`config.mk`:
```
export PLATFORM = sky130hd
export DESIGN_NAME = multicycle_controller
export DESIGN_NICKNAME = d
export VERILOG_FILES = /design/src/rtl/multicycle_controller.sv
export SDC_FILE = /design/constraint.sdc
export NUM_CORES = 1
export LEC_CHECK = 0
export CORE_MARGIN = 2
export CORE_UTILIZATION = 43
export CTS_CLUSTER_DIAMETER = 150
export CTS_CLUSTER_SIZE = 12
export DETAILED_ROUTE_END_ITERATION = 7
export PLACE_DENSITY = 0.79
export SYNTH_ARGS = -nofsm -noshare
export SYNTH_HDL_FRONTEND = slang
export SYNTH_SLANG_ARGS = --single-unit
```
`constraint.sdc`:
```
create_clock -name clk -period 2 [get_ports clk]
set_input_delay 0.4 -clock clk [delete_from_list [all_inputs] [get_ports clk]]
set_output_delay 0.4 -clock clk [all_outputs]
set_load 0.01 [all_outputs]
```
`src/rtl/multicycle_controller.sv`:
```
// Multicycle RISC-V control FSM: sequences fetch/decode/execute/memory/writeback and drives ALU control.
// Optional macro CTRL_BNE_EN: branch opcode with funct3=001 redirects the PC when Zero is clear (bne).
//
// state    | meaning
// FETCH    | read instruction at PC, PC <= PC+4 on final wait cycle
// DECODE   | read registers, branch target into ALUOut
// MEMADR   | compute load/store address
// MEMREAD  | read data memory, held MEM_LAT extra cycles
// MEMWB    | write loaded data to rd
// MEMWRITE | write rs2 to data memory
// EXECUTER | R-type ALU operation
// EXECUTEI | I-type ALU operation
// ALUWB    | write ALUOut to rd
// BEQ      | compare, conditional PC load from ALUOut
// JAL      | PC <= target, ALUOut <= PC+4
module multicycle_controller #(
   parameter int unsigned MEM_LAT = 0
) (
   input  logic       clk,
   input  logic       reset_n,
   input  logic [6:0] op,
   input  logic [2:0] funct3,
   input  logic       funct7b5,
   input  logic       Zero,
   output logic       PCWrite,
   output logic       AdrSrc,
   output logic       MemWrite,
   output logic       IRWrite,
   output logic [1:0] ResultSrc,
   output logic [2:0] ALUControl,
   output logic [1:0] ALUSrcA,
   output logic [1:0] ALUSrcB,
   output logic [1:0] ImmSrc,
   output logic       RegWrite
);

   typedef enum logic [3:0] {
      S_FETCH    = 4'd0,
      S_DECODE   = 4'd1,
      S_MEMADR   = 4'd2,
      S_MEMREAD  = 4'd3,
      S_MEMWB    = 4'd4,
      S_MEMWRITE = 4'd5,
      S_EXECUTER = 4'd6,
      S_EXECUTEI = 4'd7,
      S_ALUWB    = 4'd8,
      S_BEQ      = 4'd9,
      S_JAL      = 4'd10
   } state_t;

   localparam logic [3:0] LAT = MEM_LAT[3:0];

   state_t     state, state_nxt;
   logic [3:0] cnt, cnt_nxt;
   logic       wait_done;
   logic       br_taken;
   logic [1:0] alu_op;

   assign wait_done = (cnt == LAT);

`ifdef CTRL_BNE_EN
   assign br_taken = (funct3 == 3'b001) ? ~Zero : Zero;
`else
   assign br_taken = Zero;
`endif

   always_ff @(posedge clk) begin
      if (!reset_n) begin
         state <= S_FETCH;
         cnt   <= '0;
      end else begin
         state <= state_nxt;
         cnt   <= cnt_nxt;
      end
   end

   // Counter only advances while holding in a wait state; any exit reloads it to 0.
   always_comb begin
      state_nxt = state;
      cnt_nxt   = '0;
      case (state)
         S_FETCH: begin
            if (wait_done) state_nxt = S_DECODE;
            else           cnt_nxt   = cnt + 4'd1;
         end
         S_DECODE: begin
            case (op)
               7'b0000011,
               7'b0100011: state_nxt = S_MEMADR;
               7'b0110011: state_nxt = S_EXECUTER;
               7'b0010011: state_nxt = S_EXECUTEI;
               7'b1101111: state_nxt = S_JAL;
               7'b1100011: state_nxt = S_BEQ;
               default:    state_nxt = S_FETCH;
            endcase
         end
         S_MEMADR:   state_nxt = op[5] ? S_MEMWRITE : S_MEMREAD;
         S_MEMREAD: begin
            if (wait_done) state_nxt = S_MEMWB;
            else           cnt_nxt   = cnt + 4'd1;
         end
         S_MEMWB:    state_nxt = S_FETCH;
         S_MEMWRITE: state_nxt = S_FETCH;
         S_EXECUTER: state_nxt = S_ALUWB;
         S_EXECUTEI: state_nxt = S_ALUWB;
         S_ALUWB:    state_nxt = S_FETCH;
         S_BEQ:      state_nxt = S_FETCH;
         S_JAL:      state_nxt = S_ALUWB;
         default:    state_nxt = S_FETCH;
      endcase
   end

   always_comb begin
      PCWrite   = 1'b0;
      AdrSrc    = 1'b0;
      MemWrite  = 1'b0;
      IRWrite   = 1'b0;
      ResultSrc = 2'b00;
      ALUSrcA   = 2'b00;
      ALUSrcB   = 2'b00;
      RegWrite  = 1'b0;
      alu_op    = 2'b00;
      case (state)
         S_FETCH: begin
            ALUSrcB   = 2'b10;
            ResultSrc = 2'b10;
            IRWrite   = wait_done;
            PCWrite   = wait_done;
         end
         S_DECODE: begin
            ALUSrcA = 2'b01;
            ALUSrcB = 2'b01;
         end
         S_MEMADR: begin
            ALUSrcA = 2'b10;
            ALUSrcB = 2'b01;
         end
         S_MEMREAD:  AdrSrc = 1'b1;
         S_MEMWB: begin
            ResultSrc = 2'b01;
            RegWrite  = 1'b1;
         end
         S_MEMWRITE: begin
            AdrSrc   = 1'b1;
            MemWrite = 1'b1;
         end
         S_EXECUTER: begin
            ALUSrcA = 2'b10;
            alu_op  = 2'b10;
         end
         S_EXECUTEI: begin
            ALUSrcA = 2'b10;
            ALUSrcB = 2'b01;
            alu_op  = 2'b10;
         end
         S_ALUWB:    RegWrite = 1'b1;
         S_BEQ: begin
            ALUSrcA = 2'b10;
            alu_op  = 2'b01;
            PCWrite = br_taken;
         end
         S_JAL: begin
            ALUSrcA = 2'b01;
            ALUSrcB = 2'b10;
            PCWrite = 1'b1;
         end
         default: ;
      endcase
      // Reset has to silence every write strobe even before the state register has settled.
      if (!reset_n) begin
         PCWrite  = 1'b0;
         IRWrite  = 1'b0;
         MemWrite = 1'b0;
         RegWrite = 1'b0;
      end
   end

   always_comb begin
      ALUControl = 3'b000;
      case (alu_op)
         2'b01: ALUControl = 3'b001;
         2'b10: begin
            case (funct3)
               3'b000:  ALUControl = ({op[5], funct7b5} == 2'b11) ? 3'b001 : 3'b000;
               3'b010:  ALUControl = 3'b101;
               3'b110:  ALUControl = 3'b011;
               3'b111:  ALUControl = 3'b010;
               default: ALUControl = 3'b000;
            endcase
         end
         default: ALUControl = 3'b000;
      endcase
   end

   always_comb begin
      case (op)
         7'b0100011: ImmSrc = 2'b01;
         7'b1100011: ImmSrc = 2'b10;
         7'b1101111: ImmSrc = 2'b11;
         default:    ImmSrc = 2'b00;
      endcase
   end

endmodule

```
# Word level (Yosys, flattened, before mapping)
# Index checks and enable logic that the tools add are counted.
[totals] regBits=8 word_cells=66 out_inout_bits=16
[op_classes] n_eq_ne=24 n_reduce_logical=15 bitwise_logic=2 add_sub_neg=1 muxes=22
[op_table] op="$pmux W4 S5" count=2
[op_table] op="$eq A4 B3 Y1 const B" count=4
[op_table] op="$pmux W2 S2" count=4
[op_table] op="$eq A7 B6 Y1 const B" count=2
[op_table] op="$eq A7 B7 Y1 const B" count=2
[op_table] op="$reduce_or A2 Y1" count=7
[op_table] op="$eq A4 B4 Y1 const B" count=3
[op_table] op="$pmux W3 S4" count=1
[op_table] op="$mux W1" count=9
[op_table] op="$reduce_or A3 Y1" count=3
[op_table] op="$eq A4 B2 Y1 const B" count=2
[op_table] op="$logic_not A4 Y1" count=2
[op_table] op="$mux W4" count=2
[op_table] op="$eq A7 B2 Y1 const B" count=1
[op_table] op="$eq A7 B5 Y1 const B" count=1
[op_table] op="$eq A3 B3 Y1 const B" count=2
[op_table] op="$pmux W2 S3" count=1
[op_table] op="$pmux W3 S2" count=1
[op_table] op="$add A4 B1 Y4 const B" count=1
[op_table] op="$eq A2 B2 Y1 const B" count=2
[op_table] op="$eq A4 B1 Y1 const B" count=1
[op_table] op="$ne A2 B2 Y1 const B" count=2
[op_table] op="$reduce_or A4 Y1" count=1
[op_table] op="$eq A3 B2 Y1 const B" count=1
[op_table] op="other kinds (6)" count=7

# Depth between registers and ports, before layout
[depth] ltp_word=5 mapped_depth=7 depth_no_buf=6

# Worst setup path before layout
# No wires, ideal clock.
[synth_timing] path_kind="flip-flop to output port" start="register state[3]" end="output ALUControl[2]" path_slack_ps=14 path_stages_with_launch=7 path_buffers=1 arrival_ps=1586 path_cell_list="dfxtp_1 clkbuf_8 and2b_2 and2_1 inv_1 ha_1 nor4_1"
[synth_via] elab_chain_cells=5 elab_cells_between_ends=8
[synth_rtl] item="start: declaration" line="53" source="state_t state, state_nxt;"
[synth_rtl] item="start signal: assignment" line="72" source="state <= state_nxt;"
[synth_rtl] item="$eq A4 B3 Y1" line="123" source="case (state)"
[synth_rtl] item="$reduce_or A2 Y1 (no line)"
[synth_rtl] item="$pmux W2 S2 (*)" line="123"
[synth_rtl] item="$eq A2 B2 Y1 or $eq A2 B1 Y1 (tied branches)" line="180" source="case (alu_op)"
[synth_rtl] item="$pmux W3 S2 (*)" line="180"
[synth_rtl] item="end: declaration" line="30" source="output logic [2:0] ALUControl,"
# Every way passes the cells marked *; elsewhere a longest branch is shown, timed or not.

# Worst setup path in the final report
[layout_timing] start="register state[3]" end="output ALUControl[0]"
# Same word-level chain as after synthesis.

==> results.yml <==
routing:
  ant_nets: 0
  drt_iter0_drc: 16
  via_count: 957
  wl_per_cell_microns: 12.6
  viasPerCell: 5.15
  wirelength_mm: 2.35
  drc: 0
  dr.pass1.iters: 4
cts:
  cts_tree: "done"
  numCtsBuffers: 3
  htreeDepth: 1
  ctsRootBufferMaster: "clkbuf_4"
  clkTransAtPathRegs_ns: 0.06
  hold_buffers: 0
  clkSinkCount: 8
  clock_latency_ns: 0.26
  clockBufferDepth: 2
sta:
  fin_crit_sh_pct: 101
  finalSetupTns_ns: -0.0222
  maxSlewViolCount: 0
  rsz0062_at_grt: "true"
  fin_skew_ns: 0.00263
  max-slew-margin-rel_pct: 82.1
  finalWorstSetupSlack_ns: -0.0222
  period_minus_slack_ns: 2.02
  whs_ns: 0.510
  hold_viol_final: 0
  setup_viol: 1
  timing.fmax_mhz: 495
  tightest_slew_ns: 0.268
global_route:
  grt_pass1_vias: 898
  antenna_found_initial: 0
  grt_max_degree: 16
  grt_use_total_pct: 22.9
  globalRouteOverflowTotal: 0
  grt_pass1_wl_mm: 3.69
placement:
  io_buffer_count: 29
  dpl_worst_slack_ns: -0.311
  gp_congestion: 0.803
  dp_hpwl_mm: 1.80
power:
  p_per_area_mw_per_mm2: 317
  peakVddDrop_v: 0.000332
  power_mw: 0.432
  leakagePower_nw: 0.636
synthesis:
  syn_avg_cell_area_sq_um: 7.65
  ys_warn_count: 0
  synth_cell_type_count: 41
  synth-edff-count: 0
  syn-num-nets: 123
  synth_area_leaders: "dfxtp_1, nor2_1, ha_1"
  ys_seq_elements: 8
  seq_area_frac_synth_pct: 19.9
  async_flop_share_pct: 0
  syn_area_sq_um: 803
  ys.flop_type: "dfxtp_1"
  synth_area_leader_cell: "dfxtp_1"
  synthCells: 105
  yosysTopAreaCellShare_pct: 19.9
floorplan:
  dieArea_sq_mm: 0.00223
  dieHeight_microns: 47.2
  coreArea_sq_mm: 0.00175
  ios: 30
  initial_utilization_pct: 46.0
  fp.dieW_microns: 47.2
  rows: 15
worst_setup_path:
  crit_type: "reg -> out"
  crit_path_end_kind: "output port"
  startpoint_type: "flop"
  critPathMaxFanout: 3
  cp.arrival_ns: 1.62
  reg2regPathDepth: 5
  required_ns: 1.60
layout:
  drive_above_1_share_pct: 39.8
  fin_nets: 181
  antennaDiodeCount: 0
  utilization_pct: 78.1
  area_delta_synth_final_pct: 69.6
run_status:
  violations: "negative setup slack"
  run_status: "finished with violations"
worst_hold_path:
  hold_depth: 2
  hp-class: "reg -> reg"
run:
  drv_cap: 0
through the flow:
step	std cells	instance area (sq um)
after detailed placement	178	1250
after CTS	186	1350
after global routing	186	1360
after floorplan	105	803
after global placement	178	1250
final	186	1360
cells by family (layout without fill, tap and decap cells):
group	Yosys count	after routing	share of synthesized area [%]
AOI/OAI and AO/OA	17	17	16.0
muxes	1	1	1.25
DFF	8	8	19.9
adders and majority gates	4	4	6.23
and+or+nand+nor	56	56	39.1
xor gates and xnor gates	6	6	6.54
buffers and inverters	13	69	10.9
cells in the final DEF (no fill, tap or decap), drive strengths merged, types with 2 or more instances in the layout:
cell type	count
xor2	3
and3	3
nand3	4
nand2	7
ha	4
clkbuf	7
nor3b	2
inv	7
dfxtp	8
nor3	5
dlygate4sd2	11
xnor2	3
nor4	4
nand4b	2
a31oi	3
and2	2
nor2	16
a21oi	3
clkdlybuf4s50	8
nor2b	4
buf	34
o21ai	5
flip-flops by register name, indices dropped and copies added (netlist names):
name	count
cnt	4
state	4
routing by layer:
metal,track usage (%),wire length (microns)
met1,28.7,1040
met2,42.4,1190
met3,1.15,99
met4,5.00,17
met5,0,0
repair_timing:
action                     CTS  global route
setup endpoints to repair   16             9
setup buffers                5             0
pin swaps                    6             5
resized for setup           49            20
power breakdown:
part / total (mW) / switching, mW / internal, mW / leakage (nW)
logic: 0.142 / 0.0628 / 0.0789 / 0.556
registers: 0.163 / 0.00172 / 0.162 / 0.0663
clock network: 0.127 / 0.0582 / 0.0689 / 0.0138
total: 0.432 / 0.123 / 0.309 / 0.636
cells in the mapped netlist, types with 2 or more instances:
master,n
a21oi_1,3
a31oi_1,2
and2_1,2
and3_1,2
buf_6,2
clkbuf_8,2
dfxtp_1,8
ha_1,4
inv_1,7
nand2_1,7
nand3_1,4
nand4b_1,2
nor2_1,16
nor2b_1,3
nor3_1,5
nor3b_1,2
nor4_1,4
o21ai_0,2
o21ai_2,2
xnor2_1,3
xor2_1,3
area by class of cell:
cell class | count | area (sq um)
Clock buffer | 3 | 22.5
Timing Repair Buffer | 59 | 480
Multi-Input combinational cell | 84 | 636
Tap cell | 25 | 31.3
Fill cell | 134 | 383
Sequential cell | 8 | 164
Inverter | 7 | 28.8
worst paths after layout:
path / start / to / slack (ns)
max: state[3] / ALUControl[0] / -0.02
min: cnt[0] / cnt[0] / 0.51
max reg2reg: state[2] / state[1] / 0.61
min reg2reg: cnt[0] / cnt[0] / 0.51
worst max-delay path, stage by stage (launching register included):
cell and delay [ns]:
dfxtp_2 0.34, and2b_2 0.22, and2_4 0.17, buf_6 0.11, ha_4 0.15, a31oi_1 0.16, nor2_1 0.06, buf_2 0.14
Power figures use the tool's default switching activity.
